--- config.mk ---
export PLATFORM = sky130hd
export DESIGN_NAME = ds1307_timekeeper
export DESIGN_NICKNAME = d
export VERILOG_FILES = /design/src/rtl/ds1307_pkg.sv /design/src/rtl/ds1307_timekeeper_bcd_field_inc.sv /design/src/rtl/ds1307_timekeeper.sv
export SDC_FILE = /design/constraint.sdc
export NUM_CORES = 1
export LEC_CHECK = 0
export ABC_AREA = 1
export CELL_PAD_IN_SITES_DETAIL_PLACEMENT = 1
export CELL_PAD_IN_SITES_GLOBAL_PLACEMENT = 2
export CORE_MARGIN = 10
export CORE_UTILIZATION = 32
export DETAILED_ROUTE_END_ITERATION = 7
export HOLD_SLACK_MARGIN = 0.02
export PLACE_DENSITY_LB_ADDON = 0.2
export SYNTH_ARGS = -nofsm -noshare
export SYNTH_HDL_FRONTEND = slang
export SYNTH_SLANG_ARGS = --single-unit
--- constraint.sdc ---
create_clock -name clk -period 4.2 [get_ports clk]
set_input_delay 1.05 -clock clk [delete_from_list [all_inputs] [get_ports clk]]
set_output_delay 1.05 -clock clk [all_outputs]
set_load 0.01 [all_outputs]
--- src/rtl/ds1307_pkg.sv ---
// Shared constants for the DS1307 timekeeping core: register indices, bit
// positions, BCD field limits, write masks and the month-length lookup.
package ds1307_pkg;

  // Register indices as seen by the I2C register file
  localparam logic [2:0] REG_SEC   = 3'd0;
  localparam logic [2:0] REG_MIN   = 3'd1;
  localparam logic [2:0] REG_HOUR  = 3'd2;
  localparam logic [2:0] REG_DAY   = 3'd3;
  localparam logic [2:0] REG_DATE  = 3'd4;
  localparam logic [2:0] REG_MONTH = 3'd5;
  localparam logic [2:0] REG_YEAR  = 3'd6;
  localparam logic [2:0] REG_CTRL  = 3'd7;

  // Bit positions inside the registers
  localparam int CH_BIT     = 7;  // reg_sec
  localparam int MODE12_BIT = 6;  // reg_hour
  localparam int PM_BIT     = 5;  // reg_hour, 12h mode only
  localparam int OUT_BIT    = 7;  // reg_ctrl
  localparam int SQWE_BIT   = 4;  // reg_ctrl

  // BCD field limits
  localparam logic [7:0] SEC_MIN    = 8'h00;
  localparam logic [7:0] SEC_MAX    = 8'h59;
  localparam logic [7:0] MIN_MIN    = 8'h00;
  localparam logic [7:0] MIN_MAX    = 8'h59;
  localparam logic [7:0] HOUR24_MIN = 8'h00;
  localparam logic [7:0] HOUR24_MAX = 8'h23;
  localparam logic [7:0] HOUR12_MIN = 8'h01;
  localparam logic [7:0] HOUR12_MAX = 8'h12;
  localparam logic [7:0] DAY_MIN    = 8'h01;
  localparam logic [7:0] DAY_MAX    = 8'h07;
  localparam logic [7:0] DATE_MIN   = 8'h01;
  localparam logic [7:0] MONTH_MIN  = 8'h01;
  localparam logic [7:0] MONTH_MAX  = 8'h12;
  localparam logic [7:0] YEAR_MIN   = 8'h00;
  localparam logic [7:0] YEAR_MAX   = 8'h99;

  // Storable bits per register; everything else reads back as 0
  localparam logic [7:0] MASK_SEC   = 8'hFF;
  localparam logic [7:0] MASK_MIN   = 8'h7F;
  localparam logic [7:0] MASK_HOUR  = 8'h7F;
  localparam logic [7:0] MASK_DAY   = 8'h07;
  localparam logic [7:0] MASK_DATE  = 8'h3F;
  localparam logic [7:0] MASK_MONTH = 8'h1F;
  localparam logic [7:0] MASK_YEAR  = 8'hFF;
  localparam logic [7:0] MASK_CTRL  = 8'h93;

  // Leap year when the two-digit BCD year is a multiple of 4 (00 included)
  function automatic logic bcd_leap(input logic [7:0] year);
    logic [7:0] bin;
    bin = ({4'd0, year[7:4]} * 8'd10) + {4'd0, year[3:0]};
    return (bin[1:0] == 2'b00);
  endfunction

  // Last valid BCD date of a BCD month; unknown months get 31 days
  function automatic logic [7:0] month_days(input logic [7:0] month,
                                            input logic [7:0] year);
    logic [7:0] days;
    case (month)
      8'h02:                      days = bcd_leap(year) ? 8'h29 : 8'h28;
      8'h04, 8'h06, 8'h09, 8'h11: days = 8'h30;
      default:                    days = 8'h31;
    endcase
    return days;
  endfunction

endpackage

--- src/rtl/ds1307_timekeeper_bcd_field_inc.sv ---
// BCD increment of one calendar/time field with wrap to the field minimum.
// Anything at or above the maximum (including invalid BCD) wraps and carries.
module bcd_field_inc (
  input  logic [7:0] value_i,
  input  logic [7:0] min_i,
  input  logic [7:0] max_i,
  output logic [7:0] next_o,
  output logic       carry_o
);

  // Next BCD value and carry out of this field
  always_comb begin
    next_o  = value_i;
    carry_o = 1'b0;
    if (value_i >= max_i) begin
      next_o  = min_i;
      carry_o = 1'b1;
    end else if (value_i[3:0] >= 4'd9) begin
      next_o = {value_i[7:4] + 4'd1, 4'd0};
    end else begin
      next_o = value_i + 8'd1;
    end
  end

endmodule

--- src/rtl/ds1307_timekeeper.sv ---
// DS1307 timekeeping core: 1 Hz prescaler, seconds-to-years BCD calendar,
// host write port and OUT/SQW pin. The square-wave generator is only built
// when DS1307_SQW_EN is defined; otherwise the pin follows the OUT bit.
module ds1307_timekeeper
  import ds1307_pkg::*;
#(
  parameter int CLK_FREQ_HZ = 28000000,
  parameter int PRESCALE_W  = 25
) (
  input  logic       clk,
  input  logic       rst,
  input  logic       wr_en,
  input  logic [2:0] wr_addr,
  input  logic [7:0] wr_data,
  output logic [7:0] reg_sec,
  output logic [7:0] reg_min,
  output logic [7:0] reg_hour,
  output logic [7:0] reg_day,
  output logic [7:0] reg_date,
  output logic [7:0] reg_month,
  output logic [7:0] reg_year,
  output logic [7:0] reg_ctrl,
  output logic       tick_1hz,
  output logic       sqw_out
);

  localparam logic [PRESCALE_W-1:0] PRESCALE_TC = PRESCALE_W'(CLK_FREQ_HZ - 1);

  logic [7:0] sec_q, min_q, hour_q, day_q, date_q, month_q, year_q, ctrl_q;
  logic [7:0] sec_d, min_d, hour_d, day_d, date_d, month_d, year_d, ctrl_d;
  logic [PRESCALE_W-1:0] presc_q, presc_d;
  logic pending_q, pending_d;
  logic tick_q, tick_d;

  logic tick_int;
  logic do_tick;

  // Terminal count of the running prescaler is the internal 1 Hz tick
  assign tick_int = !sec_q[CH_BIT] && (presc_q == PRESCALE_TC);
  // A tick (fresh or deferred) only lands on a cycle free of host writes
  assign do_tick  = !wr_en && (tick_int || pending_q);

  // Per-field incrementers
  logic [7:0] sec_nx, min_nx, hour_nx, day_nx, date_nx, month_nx, year_nx;
  logic       sec_c, min_c, hour_c, date_c, month_c;
  logic       day_carry_unused, year_carry_unused;

  logic       mode12;
  logic [7:0] hour_val, hour_lo, hour_hi;
  logic       hour_is_11;
  logic       pm_next;
  logic       hour_carry;

  assign mode12     = hour_q[MODE12_BIT];
  assign hour_val   = mode12 ? {3'b000, hour_q[4:0]} : {2'b00, hour_q[5:0]};
  assign hour_lo    = mode12 ? HOUR12_MIN : HOUR24_MIN;
  assign hour_hi    = mode12 ? HOUR12_MAX : HOUR24_MAX;
  assign hour_is_11 = (hour_val == 8'h11);
  // In 12h mode PM flips on 11->12; the day only rolls on 11 PM -> 12 AM
  assign pm_next    = hour_q[PM_BIT] ^ hour_is_11;
  assign hour_carry = mode12 ? (hour_q[PM_BIT] && hour_is_11) : hour_c;

  bcd_field_inc u_sec_inc (
    .value_i({1'b0, sec_q[6:0]}), .min_i(SEC_MIN), .max_i(SEC_MAX),
    .next_o(sec_nx), .carry_o(sec_c)
  );
  bcd_field_inc u_min_inc (
    .value_i(min_q), .min_i(MIN_MIN), .max_i(MIN_MAX),
    .next_o(min_nx), .carry_o(min_c)
  );
  bcd_field_inc u_hour_inc (
    .value_i(hour_val), .min_i(hour_lo), .max_i(hour_hi),
    .next_o(hour_nx), .carry_o(hour_c)
  );
  bcd_field_inc u_day_inc (
    .value_i(day_q), .min_i(DAY_MIN), .max_i(DAY_MAX),
    .next_o(day_nx), .carry_o(day_carry_unused)
  );
  bcd_field_inc u_date_inc (
    .value_i(date_q), .min_i(DATE_MIN), .max_i(month_days(month_q, year_q)),
    .next_o(date_nx), .carry_o(date_c)
  );
  bcd_field_inc u_month_inc (
    .value_i(month_q), .min_i(MONTH_MIN), .max_i(MONTH_MAX),
    .next_o(month_nx), .carry_o(month_c)
  );
  bcd_field_inc u_year_inc (
    .value_i(year_q), .min_i(YEAR_MIN), .max_i(YEAR_MAX),
    .next_o(year_nx), .carry_o(year_carry_unused)
  );

  // Next state: prescaler, pending tick, host writes and calendar advance
  always_comb begin
    sec_d     = sec_q;
    min_d     = min_q;
    hour_d    = hour_q;
    day_d     = day_q;
    date_d    = date_q;
    month_d   = month_q;
    year_d    = year_q;
    ctrl_d    = ctrl_q;
    pending_d = pending_q;
    tick_d    = do_tick;

    if (sec_q[CH_BIT] || tick_int) presc_d = '0;
    else                           presc_d = presc_q + PRESCALE_W'(1);

    if (wr_en) begin
      // A tick colliding with a seconds write is dropped: the second restarts
      if (tick_int && (wr_addr != REG_SEC)) pending_d = 1'b1;
      case (wr_addr)
        REG_SEC: begin
          sec_d     = wr_data & MASK_SEC;
          presc_d   = '0;
          pending_d = 1'b0;
        end
        REG_MIN:   min_d   = wr_data & MASK_MIN;
        REG_HOUR:  hour_d  = wr_data & MASK_HOUR;
        REG_DAY:   day_d   = wr_data & MASK_DAY;
        REG_DATE:  date_d  = wr_data & MASK_DATE;
        REG_MONTH: month_d = wr_data & MASK_MONTH;
        REG_YEAR:  year_d  = wr_data & MASK_YEAR;
        REG_CTRL:  ctrl_d  = wr_data & MASK_CTRL;
      endcase
    end else if (do_tick) begin
      pending_d = 1'b0;
      sec_d     = sec_nx;
      if (sec_c) begin
        min_d = min_nx;
        if (min_c) begin
          hour_d = mode12 ? {2'b01, pm_next, hour_nx[4:0]} : hour_nx;
          if (hour_carry) begin
            day_d  = day_nx;
            date_d = date_nx;
            if (date_c) begin
              month_d = month_nx;
              if (month_c) year_d = year_nx;
            end
          end
        end
      end
    end
  end

  // State registers
  always_ff @(posedge clk or posedge rst) begin
    if (rst) begin
      sec_q     <= 8'h00;
      min_q     <= 8'h00;
      hour_q    <= 8'h00;
      day_q     <= 8'h01;
      date_q    <= 8'h01;
      month_q   <= 8'h01;
      year_q    <= 8'h00;
      ctrl_q    <= 8'h00;
      presc_q   <= '0;
      pending_q <= 1'b0;
      tick_q    <= 1'b0;
    end else begin
      sec_q     <= sec_d;
      min_q     <= min_d;
      hour_q    <= hour_d;
      day_q     <= day_d;
      date_q    <= date_d;
      month_q   <= month_d;
      year_q    <= year_d;
      ctrl_q    <= ctrl_d;
      presc_q   <= presc_d;
      pending_q <= pending_d;
      tick_q    <= tick_d;
    end
  end

  assign reg_sec   = sec_q;
  assign reg_min   = min_q;
  assign reg_hour  = hour_q;
  assign reg_day   = day_q;
  assign reg_date  = date_q;
  assign reg_month = month_q;
  assign reg_year  = year_q;
  assign reg_ctrl  = ctrl_q;
  assign tick_1hz  = tick_q;

`ifdef DS1307_SQW_EN
  // Phase increments f * 2^32 / CLK_FREQ_HZ for the four RS selections
  localparam logic [31:0] INC_1HZ  = 32'((64'd1     << 32) / 64'(CLK_FREQ_HZ));
  localparam logic [31:0] INC_4K   = 32'((64'd4096  << 32) / 64'(CLK_FREQ_HZ));
  localparam logic [31:0] INC_8K   = 32'((64'd8192  << 32) / 64'(CLK_FREQ_HZ));
  localparam logic [31:0] INC_32K  = 32'((64'd32768 << 32) / 64'(CLK_FREQ_HZ));

  logic [31:0] acc_q, acc_d, acc_inc;

  assign acc_inc = (ctrl_q[1:0] == 2'd0) ? INC_1HZ :
                   (ctrl_q[1:0] == 2'd1) ? INC_4K  :
                   (ctrl_q[1:0] == 2'd2) ? INC_8K  : INC_32K;

  // Accumulator restarts on any control write; the 1 Hz wave follows CH
  always_comb begin
    acc_d = acc_q + acc_inc;
    if (!ctrl_q[SQWE_BIT] || (wr_en && (wr_addr == REG_CTRL))) acc_d = '0;
    else if ((ctrl_q[1:0] == 2'd0) && sec_q[CH_BIT])            acc_d = acc_q;
  end

  // Phase accumulator register
  always_ff @(posedge clk or posedge rst) begin
    if (rst) acc_q <= '0;
    else     acc_q <= acc_d;
  end

  assign sqw_out = ctrl_q[SQWE_BIT] ? acc_q[31] : ctrl_q[OUT_BIT];
`else
  assign sqw_out = ctrl_q[OUT_BIT];
`endif

endmodule

### Word level (Yosys, flattened, before mapping)

Cells that the tools add are included.

| word-level totals | value |
|---|---|
| input port bits | 14 |
| flip-flop bits (word level) | 87 |
| output and inout port bits | 66 |

| cells by class | value |
|---|---|
| $lt $le $gt $ge | 14 |
| multiply operators | 1 |
| add/subtract/negate cells | 16 |
| multiplexer cells | 72 |
| bitwise logic cells | 1 |
| equality and inequality tests | 22 |
| reductions and logical operators | 27 |

Operators by type and width:

| operator | count |
|---|---|
| $mux W8 | 54 |
| $mux W25 | 3 |
| $add A8 B1 Y8 const B | 5 |
| $ge A4 B4 Y1 const B | 7 |
| $add A25 B1 Y25 const B | 1 |
| $eq A25 B25 Y1 const B | 1 |
| $add A4 B1 Y4 const B | 5 |
| $eq A8 B3 Y1 const B | 2 |
| $ne A2 B1 Y1 const B | 7 |
| $eq A3 B3 Y1 const B | 4 |
| $mux W1 | 12 |
| $mux W6 | 2 |
| $reduce_bool A2 Y1 | 6 |
| $pmux W5 S2 | 1 |
| $reduce_and A5 Y1 | 2 |
| $add A7 B1 Y8 const B | 1 |
| $eq A8 B2 Y1 const B | 1 |
| $eq A8 B4 Y1 const B | 1 |
| $eq A8 B5 Y1 const B | 1 |
| $ge A8 B3 Y1 const B | 1 |
| $ge A8 B5 Y1 const B | 1 |
| $ge A8 B6 Y1 | 1 |
| $ge A8 B7 Y1 const B | 1 |
| $ge A8 B8 Y1 const B | 1 |
| 24 further kinds | 32 |

### Longest topological paths before layout

Gate-level depths: netlist of run 1.

| logic depth | value |
|---|---|
| depth in word-level cells | 13 |
| mapped depth | 18 |

### By module

From an unflattened synthesis of run 1, not the netlist that was laid out.

| second synthesis, totals | value |
|---|---|
| cells, all modules | 1,340 |
| area total of the unflattened synthesis | 8,961.1 µm² |

Modules (own cells, without submodules):

| module | cells an instance | instances | area each (µm²) |
|---|---|---|---|
| ds1307_timekeeper | 591 | 1 | 4,608.2 |
| bcd_field_inc | 107 | 7 | 621.8 |

### Least setup slack after synthesis of run 1

No wires, ideal clock.

| timing | value |
|---|---|
| path type | flip-flop to flip-flop |
| from | register month_q[0], in the netlist reg_month[0] |
| to | register month_q[4], in the netlist reg_month[4] |
| setup time | 0.117 ns |
| data arrival time | 2.441 ns |
| cell stages (with the launch flop) | 18 |
| path slack | 1.642 ns |
| cell sequence | dfstp_2 -> inv_1 -> ha_1 -> o21ai_0 -> o21ai_0 -> a32oi_1 -> nand2_1 -> o21ai_0 -> ha_1 -> inv_1 -> nor3_1 -> nand2_1 -> nand4_2 -> nand2_1 -> nor2_4 -> nand2_2 -> nand2_1 -> nand2_1 |

| on the way | value |
|---|---|
| word-level cells in the longest chain between the ends | 9 |
| elaborated cells on any way between the ends | 22 |
| classes of those cells | 1 x add/sub; 3 x order compare; 5 x eq/ne; 10 x mux; 3 x reduce/logical |

Ends and longest elaborated chain:

| what | line | RTL |
|---|---|---|
| start: declaration | ds1307_timekeeper.sv:29 | `logic [7:0] sec_q, min_q, hour_q, day_q, date_q, month_q, year_q, ctrl_q;` |
| start signal: assignment | ds1307_timekeeper.sv:165 | `month_q <= month_d;` |
| branches (longest 9 deep; another with $ge A8 B6 Y1) | -- |  |

Several ways; the timed one is not identified. The select of a mux whose other input is x is not followed.
A chain may end at the register's enable or synchronous reset.

### Worst setup path in the final report of run 1

Same ends and word-level chain as after synthesis.

==> results.json, run 1 <==
{
  "path_clk_slew_ns": 0.07,
  "status": "complete, no violations",
  "drt_iter0_drc": 184,
  "p_per_area_nw_per_um2": 572.4,
  "crit_type": "reg2reg",
  "setup_tns_ns": 0,
  "grt_pass1_vias": 6146,
  "num_rows": 50,
  "port_buffers": 74,
  "vias_per_cell": 5.028,
  "grt.overflow.total": 0,
  "hpwl_mm": 15.12,
  "vias": 5722,
  "ys_seq_area_share_pct": 35.31,
  "io_pins": 80,
  "ant_nets": 0,
  "synth_edf_count": 0,
  "ys_types": 47,
  "finalSetupViolations": 0,
  "area_growth_pct": 20.45,
  "required_ns": 4.44,
  "holdPathStages": 1,
  "syn_area_sq_um": 6106,
  "clock.fmax_mhz": 333.1,
  "hold_viol": 0,
  "grt_pass1_wl_mm": 32.60,
  "die_h_um": 158.1,
  "cts-root-buf": "clkbuf_16",
  "yosys_warnings": 0,
  "final.setup_skew_ns": 0.01328,
  "period_minus_slack_ns": 3.002,
  "cts_made_buffers": 9,
  "worstSetupStartpoint": "reg_month[0]$_DFFE_PP1P_",
  "hp-class": "reg2reg",
  "relSlewSlack_pct": 52.06,
  "start_util_pct": 32.53,
  "reg2reg_slack_ns": 1.20,
  "async_reset_ff_share_pct": 100.0,
  "antenna_found_initial": 0,
  "crit_arrival_ns": 3.24,
  "r2r-start": "reg_month[0]$_DFFE_PP1P_",
  "diodes": 0,
  "post_cts_resized": 0,
  "worst_slew_pin_slew_ns": 0.7183,
  "grt_max_degree": 52,
  "cts_max_level": 3,
  "fin_util_pct": 39.19,
  "ys_ff_latch": 86,
  "drive_gt1_share_pct": 7.080,
  "wire_per_inst_um": 17.30,
  "dp.cells": 1122,
  "drtPass1Iterations": 5,
  "final_common_cell": "nand2_1",
  "clockBufferDepth": 2,
  "coreArea_sq_um": 18770,
  "gp_congestion": 0.8373,
  "die_w_um": 158.1,
  "wl_mm": 19.68,
  "hold_buffers": 0,
  "r2r-end": "reg_month[4]$_DFFE_PP0P_",
  "most-common-layout-cells": "nand2_1, inv_1, nor2_1",
  "final_net_count": 958,
  "grt_setup_unrepaired": "no",
  "fin_crit_sh_pct": 71.49,
  "crit_path_end": "reg_month[4]$_DFFE_PP0P_",
  "grtUsageTotal_pct": 16.27,
  "cts_setup_buffers": 0,
  "postPlaceCellArea_sq_um": 7062,
  "fin_area_sq_um": 7355,
  "ir_drop_v": 0.0002255,
  "synth_area_per_cell_sq_um": 7.401,
  "drv_cap": 0,
  "power_leakage_nw": 3.563,
  "post_layout_nonfiller_instances": 1138,
  "drcViolationCount": 0,
  "r2r_cells": 17,
  "synthFlopType": "dfrtp_1",
  "synthCells": 825,
  "die_area_sq_um": 25010,
  "cp-end-kind": "register",
  "cp-start-kind": "register",
  "clk-insertion-delay-late_ns": 0.36,
  "drv_slew": 0,
  "cts_tree": "yes",
  "cp_max_fo": 9,
  "cts_sinks": 86
}
## routing by layer
metal / vias to the layer above / part of all wire, % / GRT usage (%)
li1: 2796 / - / -
met1: 2828 / 48 / 21.69
met2: 83 / 47 / 26.59
met3: 15 / 4.5 / 3.066
met4: 0 / 0.80 / 3.749
met5: - / 0 / 0
## worst max-delay path, stage by stage, from the launching register on
cell	delay, ns
dfstp_2	0.58
inv_1	0.10
ha_1	0.22
o21ai_0	0.18
o21ai_0	0.11
a32oi_1	0.23
nand2_1	0.09
inv_1	0.07
ha_1	0.11
nand2_1	0.04
nor2_1	0.17
nand2_1	0.11
nand4_2	0.18
nand2_1	0.12
nor2_4	0.26
nand2_2	0.16
nand2_1	0.10
nand2_1	0.05
## stage by stage
step                      total power, mW  hold WS, ns  setup slack [ns]
after floorplan                     2.570       0.4329            0.9331
after global placement              3.358       0.4533             1.265
after detailed placement            3.429       0.4648             1.137
after CTS                           4.273       0.4758             1.187
after global routing                4.610       0.5051            0.8244
final                               4.210       0.4750             1.198
## how the worst min path moves through the flow
stage                               from                   end
finish              presc_q[0]$_DFF_PP0_  presc_q[0]$_DFF_PP0_
floorplan           presc_q[0]$_DFF_PP0_  presc_q[0]$_DFF_PP0_
global placement    presc_q[0]$_DFF_PP0_  presc_q[0]$_DFF_PP0_
detailed placement  presc_q[0]$_DFF_PP0_  presc_q[0]$_DFF_PP0_
global route        presc_q[0]$_DFF_PP0_  presc_q[0]$_DFF_PP0_
CTS                 presc_q[0]$_DFF_PP0_  presc_q[0]$_DFF_PP0_
## layout make-up
cell class | instances | area [sq um]
fill | 2329 | 11410
inverter | 109 | 410.4
tap | 234 | 292.8
timing repair buffer | 77 | 775.7
sequential | 86 | 2156
multi-input combinational | 616 | 3427
clock inverter | 6 | 53.80
clock buffer | 10 | 239.0
## registers in the layout, summed over array words and instances (netlist names)
| register | count |
|---|---|
| reg_day | 8 |
| presc_q | 25 |
| reg_hour | 7 |
| reg_date | 8 |
| reg_ctrl | 4 |
| tick_1hz | 1 |
| pending_q | 1 |
| reg_month | 8 |
| reg_sec | 8 |
| reg_min | 8 |
| reg_year | 8 |
## synth_stat cells (2+ instances only)
cell / instances / area, sq um
buf_6: 4 / 45.04
inv_2: 6 / 22.52
o21ai_1: 18 / 90.09
nand3_2: 3 / 30.03
o21ai_0: 55 / 275.3
nand2_2: 3 / 18.77
o21ai_2: 3 / 26.28
a21oi_1: 27 / 135.1
a31oi_1: 9 / 56.30
dfrtp_1: 83 / 2077
nand4_1: 13 / 81.33
buf_2: 4 / 20.02
or2_2: 2 / 12.51
nor3_1: 20 / 100.1
nand3_1: 48 / 240.2
ha_1: 45 / 563.0
o211ai_1: 3 / 22.52
xor2_1: 18 / 157.7
o31ai_1: 3 / 22.52
nand2_4: 3 / 33.78
nor2_4: 8 / 90.09
nor2_2: 2 / 12.51
xnor2_1: 10 / 87.58
nor2_1: 84 / 315.3
mux2_2: 3 / 33.78
nor2_8: 2 / 40.04
inv_1: 103 / 386.6
buf_4: 7 / 52.55
clkbuf_1: 3 / 11.26
nand2_1: 214 / 803.3
dfstp_2: 3 / 78.83
## cells by family (layout without fill, tap and decap cells)
logic type / Yosys count / after routing / share of synthesized area (%)
XOR/XNOR: 28 / 28 / 4.016
adder cells (fa/ha/maj): 45 / 45 / 9.221
buffers and inverters: 127 / 202 / 8.811
other: 1 / 5 / 0.06142
multiplexers: 3 / 3 / 0.5532
AO/OA/AOI/OAI: 125 / 125 / 11.37
AND/OR/NAND/NOR: 410 / 410 / 30.66
flip-flops: 86 / 86 / 35.31
## power breakdown
part	internal (mW)	total (mW)	switching, mW
logic	0.860	2.00	1.14
registers	1.05	1.40	0.358
clock network	0.428	0.808	0.380
total	2.33	4.21	1.88
No activity file was read; power rests on OpenSTA's default activity.
==> inputs of run 2 (changes only) <==
--- a/config.mk
+++ b/config.mk
@@ -9,7 +9,7 @@
 export CELL_PAD_IN_SITES_DETAIL_PLACEMENT = 1
 export CELL_PAD_IN_SITES_GLOBAL_PLACEMENT = 2
 export CORE_MARGIN = 10
-export CORE_UTILIZATION = 32
+export CORE_UTILIZATION = 29
 export DETAILED_ROUTE_END_ITERATION = 7
 export HOLD_SLACK_MARGIN = 0.02
 export PLACE_DENSITY_LB_ADDON = 0.2
==> constraint.sdc (replaced) <==
create_clock -name clk -period 2.75 [get_ports clk]
set_input_delay 0.6875 -clock clk [delete_from_list [all_inputs] [get_ports clk]]
set_output_delay 0.6875 -clock clk [all_outputs]
set_load 0.01 [all_outputs]
==> results.json, run 2 (synthesis gave the netlist of run 1 again) <==
{
  "post_layout_nonfiller_instances": 1200,
  "worst_slack_ns": 0.2206,
  "dp.cells": 1180,
  "crit_arrival_ns": 2.76,
  "path_clk_slew_ns": 0.06,
  "clock.fmax_mhz": 395.3,
  "vias": 5598,
  "fin_util_pct": 36.64,
  "ir_drop_v": 0.0003052,
  "cts-root-buf": "clkbuf_16",
  "most-common-layout-cells": "nand2_1, inv_1, nor2_1, dfrtp_1, clkdlybuf4s50_1",
  "gp_congestion": 0.7912,
  "crit_type": "reg2reg",
  "holdPathStages": 1,
  "die_w_um": 165.1,
  "wire_per_inst_um": 16.23,
  "die_h_um": 165.1,
  "status": "complete, no violations",
  "p_per_area_nw_per_um2": 867.5,
  "reg2reg_slack_ns": 0.22,
  "fin_crit_sh_pct": 91.98,
  "clockBufferDepth": 2,
  "n_fill_cell": 2601,
  "cp_max_fo": 7,
  "cts_made_buffers": 9,
  "grt.overflow.total": 0,
  "final.setup_skew_ns": 0.008903,
  "coreArea_sq_um": 20890,
  "drv_slew": 0,
  "r2r_cells": 16,
  "num_rows": 53,
  "largest_reg_flops": 25,
  "cts_tree": "yes",
  "relSlewSlack_pct": 62.66,
  "r2r-start": "reg_month[0]$_DFFE_PP1P_",
  "grt_pass1_wl_mm": 31.94,
  "die_area_sq_um": 27260,
  "clk-insertion-delay-late_ns": 0.35,
  "start_util_pct": 29.23,
  "diodes": 0,
  "antenna_found_initial": 0,
  "drt_iter0_drc": 258,
  "final_common_cell": "nand2_1",
  "drv_cap": 0,
  "holdPathEnd": "presc_q[0]$_DFF_PP0_",
  "power_leakage_nw": 3.691,
  "required_ns": 2.98,
  "drtPass1Iterations": 4,
  "area_growth_pct": 25.35,
  "place_ws_ns": -0.06365,
  "port_buffers": 74,
  "worst_slew_pin_slew_ns": 0.5587,
  "worstSetupStartpoint": "reg_month[0]$_DFFE_PP1P_",
  "hold_viol": 0,
  "ant_nets": 0,
  "period_minus_slack_ns": 2.529,
  "critPathSlowestCell": "dfstp_2",
  "regMostFlops": "presc_q",
  "wl_mm": 19.48,
  "drcViolationCount": 0,
  "r2r-end": "reg_year[3]$_DFFE_PP0P_",
  "finalSetupViolations": 0,
  "final_net_count": 980,
  "worstHoldStart": "presc_q[0]$_DFF_PP0_",
  "hpwl_mm": 14.87,
  "cp_cell_sequence": "buf_4 > ha_1 > inv_1 > nor2_1 > a32oi_1 > nand2_1 > o21ai_1 > ha_2 > inv_1 > nor3_2 > nand2_2 > nand4_4 > nand3_4 > buf_4 > o21ai_1 > nand2_1",
  "grt_pass1_vias": 5895,
  "cp-start-kind": "register",
  "io_pins": 80,
  "hp-class": "reg2reg",
  "grt_max_degree": 46,
  "slowest_delay_ns": 0.54,
  "grtUsageTotal_pct": 14.68,
  "setup_tns_ns": 0,
  "hold_ws_ns": 0.4904,
  "cp-end-kind": "register",
  "cts_sinks": 86,
  "cts_max_level": 3,
  "vias_per_cell": 4.665,
  "drive_gt1_share_pct": 9.838
}
run 2: how the worst max path moves through the flow:
stage                                     endpoint  depth (start not counted)
after floorplan           reg_month[4]$_DFFE_PP0P_                         17
after global routing       reg_year[3]$_DFFE_PP0P_                         16
after global placement     reg_year[4]$_DFFE_PP0P_                         16
after CTS                 reg_month[1]$_DFFE_PP0P_                         17
final                      reg_year[3]$_DFFE_PP0P_                         16
after detailed placement   reg_year[5]$_DFFE_PP0P_                         16
run 2: area by class of cell:
class	count	area [sq um]	area share (%)
multi-input combinational	616	3471	45.35
sequential	86	2156	28.17
timing repair buffer	99	964.7	12.60
inverter	109	412.9	5.395
tap	275	344.1	4.496
clock buffer	11	232.7	3.041
clock inverter	4	72.57	0.9482
run 2: critical path, delay by kind of cell, from the launching register on:
family / cells / cell delay (ns)
buf+inv: 4 / 0.40
simple gates: 7 / 0.72
compound gates: 3 / 0.30
flops: 1 / 0.54
fa+ha+maj: 2 / 0.45
run 2: repair_timing:
| action | in CTS | in global routing |
|---|---|---|
| hold buffers | 0 | 0 |
| buffers inserted | 3 | 2 |
| endpoints found under the setup margin | 11 | 23 |
| pin swaps | 4 | 10 |
| gates cloned | 0 | 0 |
| resized for setup | 3 | 18 |
run 2: report_power, final:
group / switching [mW] / leakage [nW] / internal, mW
sequential: 0.473 / 1.13 / 1.60
clock: 0.526 / 0.146 / 0.791
combinational: 1.82 / 2.42 / 1.43
total: 2.82 / 3.69 / 3.82
run 2: per-layer routing:
metal	up-vias	share of wire (%)	GRT usage (%)
met5	-	0	0
met4	0	1.1	3.663
met3	14	3.8	3.074
met2	60	46	23.33
met1	2677	49	19.89
li1	2847	-	-
run 2: per-stage QoR:
step                area [sq um]  power, mW
detailed placement          7256      5.267
floorplan                   6125      3.926
CTS                         7605      6.692
global route                7654      7.271
finish                      7654      6.640
global placement            7256      5.258
==> inputs of run 3 (changes only) <==
--- a/config.mk
+++ b/config.mk
@@ -8,7 +8,7 @@
 export ABC_AREA = 1
 export CELL_PAD_IN_SITES_DETAIL_PLACEMENT = 1
 export CELL_PAD_IN_SITES_GLOBAL_PLACEMENT = 2
-export CORE_MARGIN = 10
+export CORE_MARGIN = 8
 export CORE_UTILIZATION = 29
 export DETAILED_ROUTE_END_ITERATION = 7
 export HOLD_SLACK_MARGIN = 0.02
==> results.json, run 3 (synthesis gave the netlist of run 1 again) <==
{
  "cp_common_cell": "nand2_1",
  "p_sw_share_pct": 42.32,
  "vias_per_cell": 4.719,
  "drv_cap": 0,
  "seq_power_share_pct": 30.6,
  "finalSetupViolations": 0,
  "required_ns": 3.04,
  "hp-class": "reg2reg",
  "drtPass1Iterations": 4,
  "vias": 5668,
  "postPlaceCellArea_sq_um": 7258,
  "cts_sinks": 86,
  "die_h_um": 161.1,
  "drcViolationCount": 0,
  "diodes": 0,
  "clk-insertion-delay-late_ns": 0.35,
  "worst_slew_pin_slew_ns": 0.5569,
  "cts_made_buffers": 9,
  "drive_gt1_share_pct": 9.935,
  "grt_pass1_vias": 5944,
  "power_leakage_nw": 3.701,
  "clockBufferDepth": 2,
  "ant_nets": 0,
  "wire_per_inst_um": 16.56,
  "relSlewSlack_pct": 62.78,
  "io_pins": 80,
  "area_growth_pct": 25.55,
  "slowest_delay_ns": 0.53,
  "wl_mm": 19.89,
  "die_w_um": 161.1,
  "path_clk_slew_ns": 0.07,
  "start_util_pct": 29.32,
  "fin_crit_sh_pct": 94.42,
  "period_minus_slack_ns": 2.597,
  "n_fill_cell": 2603,
  "cp_cell_sequence": "buf_4 > ha_1 > inv_1 > o21ai_1 > a32oi_1 > nand2_1 > o21ai_2 > ha_2 > inv_1 > nor3_1 > nand2_1 > nand4_4 > nand2_2 > nor2_4 > buf_6 > nand3_1 > nand2_1",
  "crit_type": "reg2reg",
  "coreArea_sq_um": 20820,
  "fin_util_pct": 36.82,
  "largest_reg_flops": 25,
  "drv_slew": 0,
  "pwr-share-clk_pct": 21.2,
  "hold_viol": 0,
  "crit_arrival_ns": 2.89,
  "gp_congestion": 0.7889,
  "die_area_sq_um": 25950,
  "p_int_mw": 3.915,
  "cp_max_fo": 7,
  "port_buffers": 74,
  "grtUsageTotal_pct": 15.60,
  "fin_area_sq_um": 7666,
  "clock.fmax_mhz": 385.1,
  "grt_pass1_wl_mm": 32.29,
  "num_rows": 53,
  "cp-start-kind": "register",
  "p_sw_mw": 2.872,
  "cp_num_buf_inv": 4,
  "drt_iter0_drc": 192,
  "status": "complete, no violations",
  "final_common_cell": "nand2_1",
  "final.setup_skew_ns": 0.008597,
  "crit_family": "simple AND/OR/NAND/NOR gates",
  "cts_tree": "yes",
  "cts_max_level": 3,
  "ir_drop_v": 0.0003537,
  "most-common-layout-cells": "nand2_1, inv_1, dfrtp_1",
  "p_comb_share_pct": 48.2,
  "grt.overflow.total": 0,
  "antenna_found_initial": 1,
  "critPathSlowestCell": "dfstp_2",
  "p_per_area_nw_per_um2": 885.4,
  "cts-root-buf": "clkbuf_16",
  "regMostFlops": "presc_q",
  "cp-end-kind": "register",
  "grt_max_degree": 87,
  "final_net_count": 980,
  "hpwl_mm": 14.88
}
## run 3: changes by cell type in the layout (fill, tap and decap cells not counted), moves of 2 or more
cell / delta
o21ai_0: +2
clkbuf_8: +3
buf_4: +2
o21ai_1: -3
## run 3: path summary, 6_finish.rpt
check	start	cells after the start	slack, ns	endpoint
worst min-delay path	presc_q[0]$_DFF_PP0_	1	0.46	presc_q[0]$_DFF_PP0_
worst max register to register	reg_month[0]$_DFFE_PP1P_	17	0.15	reg_month[6]$_DFFE_PP0P_
worst min register to register	presc_q[0]$_DFF_PP0_	1	0.46	presc_q[0]$_DFF_PP0_
worst max-delay path	reg_month[0]$_DFFE_PP1P_	17	0.15	reg_month[6]$_DFFE_PP0P_
min in group asynchronous	rst	3	0.80	reg_day[5]$_DFFE_PP0P_
max in group asynchronous	rst	3	1.51	reg_ctrl[7]$_DFFE_PP0P_
## run 3: repair_timing
| action | 4_1_cts | 5_1_grt |
|---|---|---|
| pin swaps | 4 | 7 |
| endpoints found under the setup margin | 10 | 22 |
| gates resized for setup | 3 | 14 |
| buffers inserted | 3 | 0 |
| hold buffers | 0 | 0 |
## run 3: per-layer routing
layer,track usage [%],part of all wire (%)
met1,21.17,49
met2,24.85,45
met3,2.723,4.8
met4,4.756,1.3
met5,0,0.065
## run 3: final cells by class
cell class	instances	area [sq um]	share of cell area (%)
flip-flops and latches	86	2156	28.12
well taps	275	344.1	4.488
inverters	109	412.9	5.386
multi-input cells	616	3470	45.26
clock buffers	13	270.3	3.525
clock inverters	3	65.06	0.8487
repair buffers	99	948.4	12.37
## run 3: power groups by stage
stage	sequential, mW	clock [mW]	combinational (mW)
after global placement	2.12	0	3.19
after global routing	2.15	1.51	3.72
after floorplan	2.12	0	1.81
after CTS	2.09	1.48	3.28
after detailed placement	2.12	0	3.21
final	2.08	1.44	3.27
## run 3: metrics by stage
step / setup TNS (ns) / cells / setup slack [ns] / power (mW) / hold slack [ns]
3_3_place_gp: 0 / 1182 / 0.07154 / 5.305 / 0.4546
6_report: 0 / 1201 / 0.1534 / 6.787 / 0.4633
3_5_place_dp: -0.2421 / 1182 / -0.06356 / 5.327 / 0.4591
2_1_floorplan: 0 / 829 / 0.1919 / 3.926 / 0.4329
4_1_cts: 0 / 1201 / 0.06024 / 6.848 / 0.4685
5_1_grt: -0.01536 / 1201 / -0.01298 / 7.382 / 0.4940
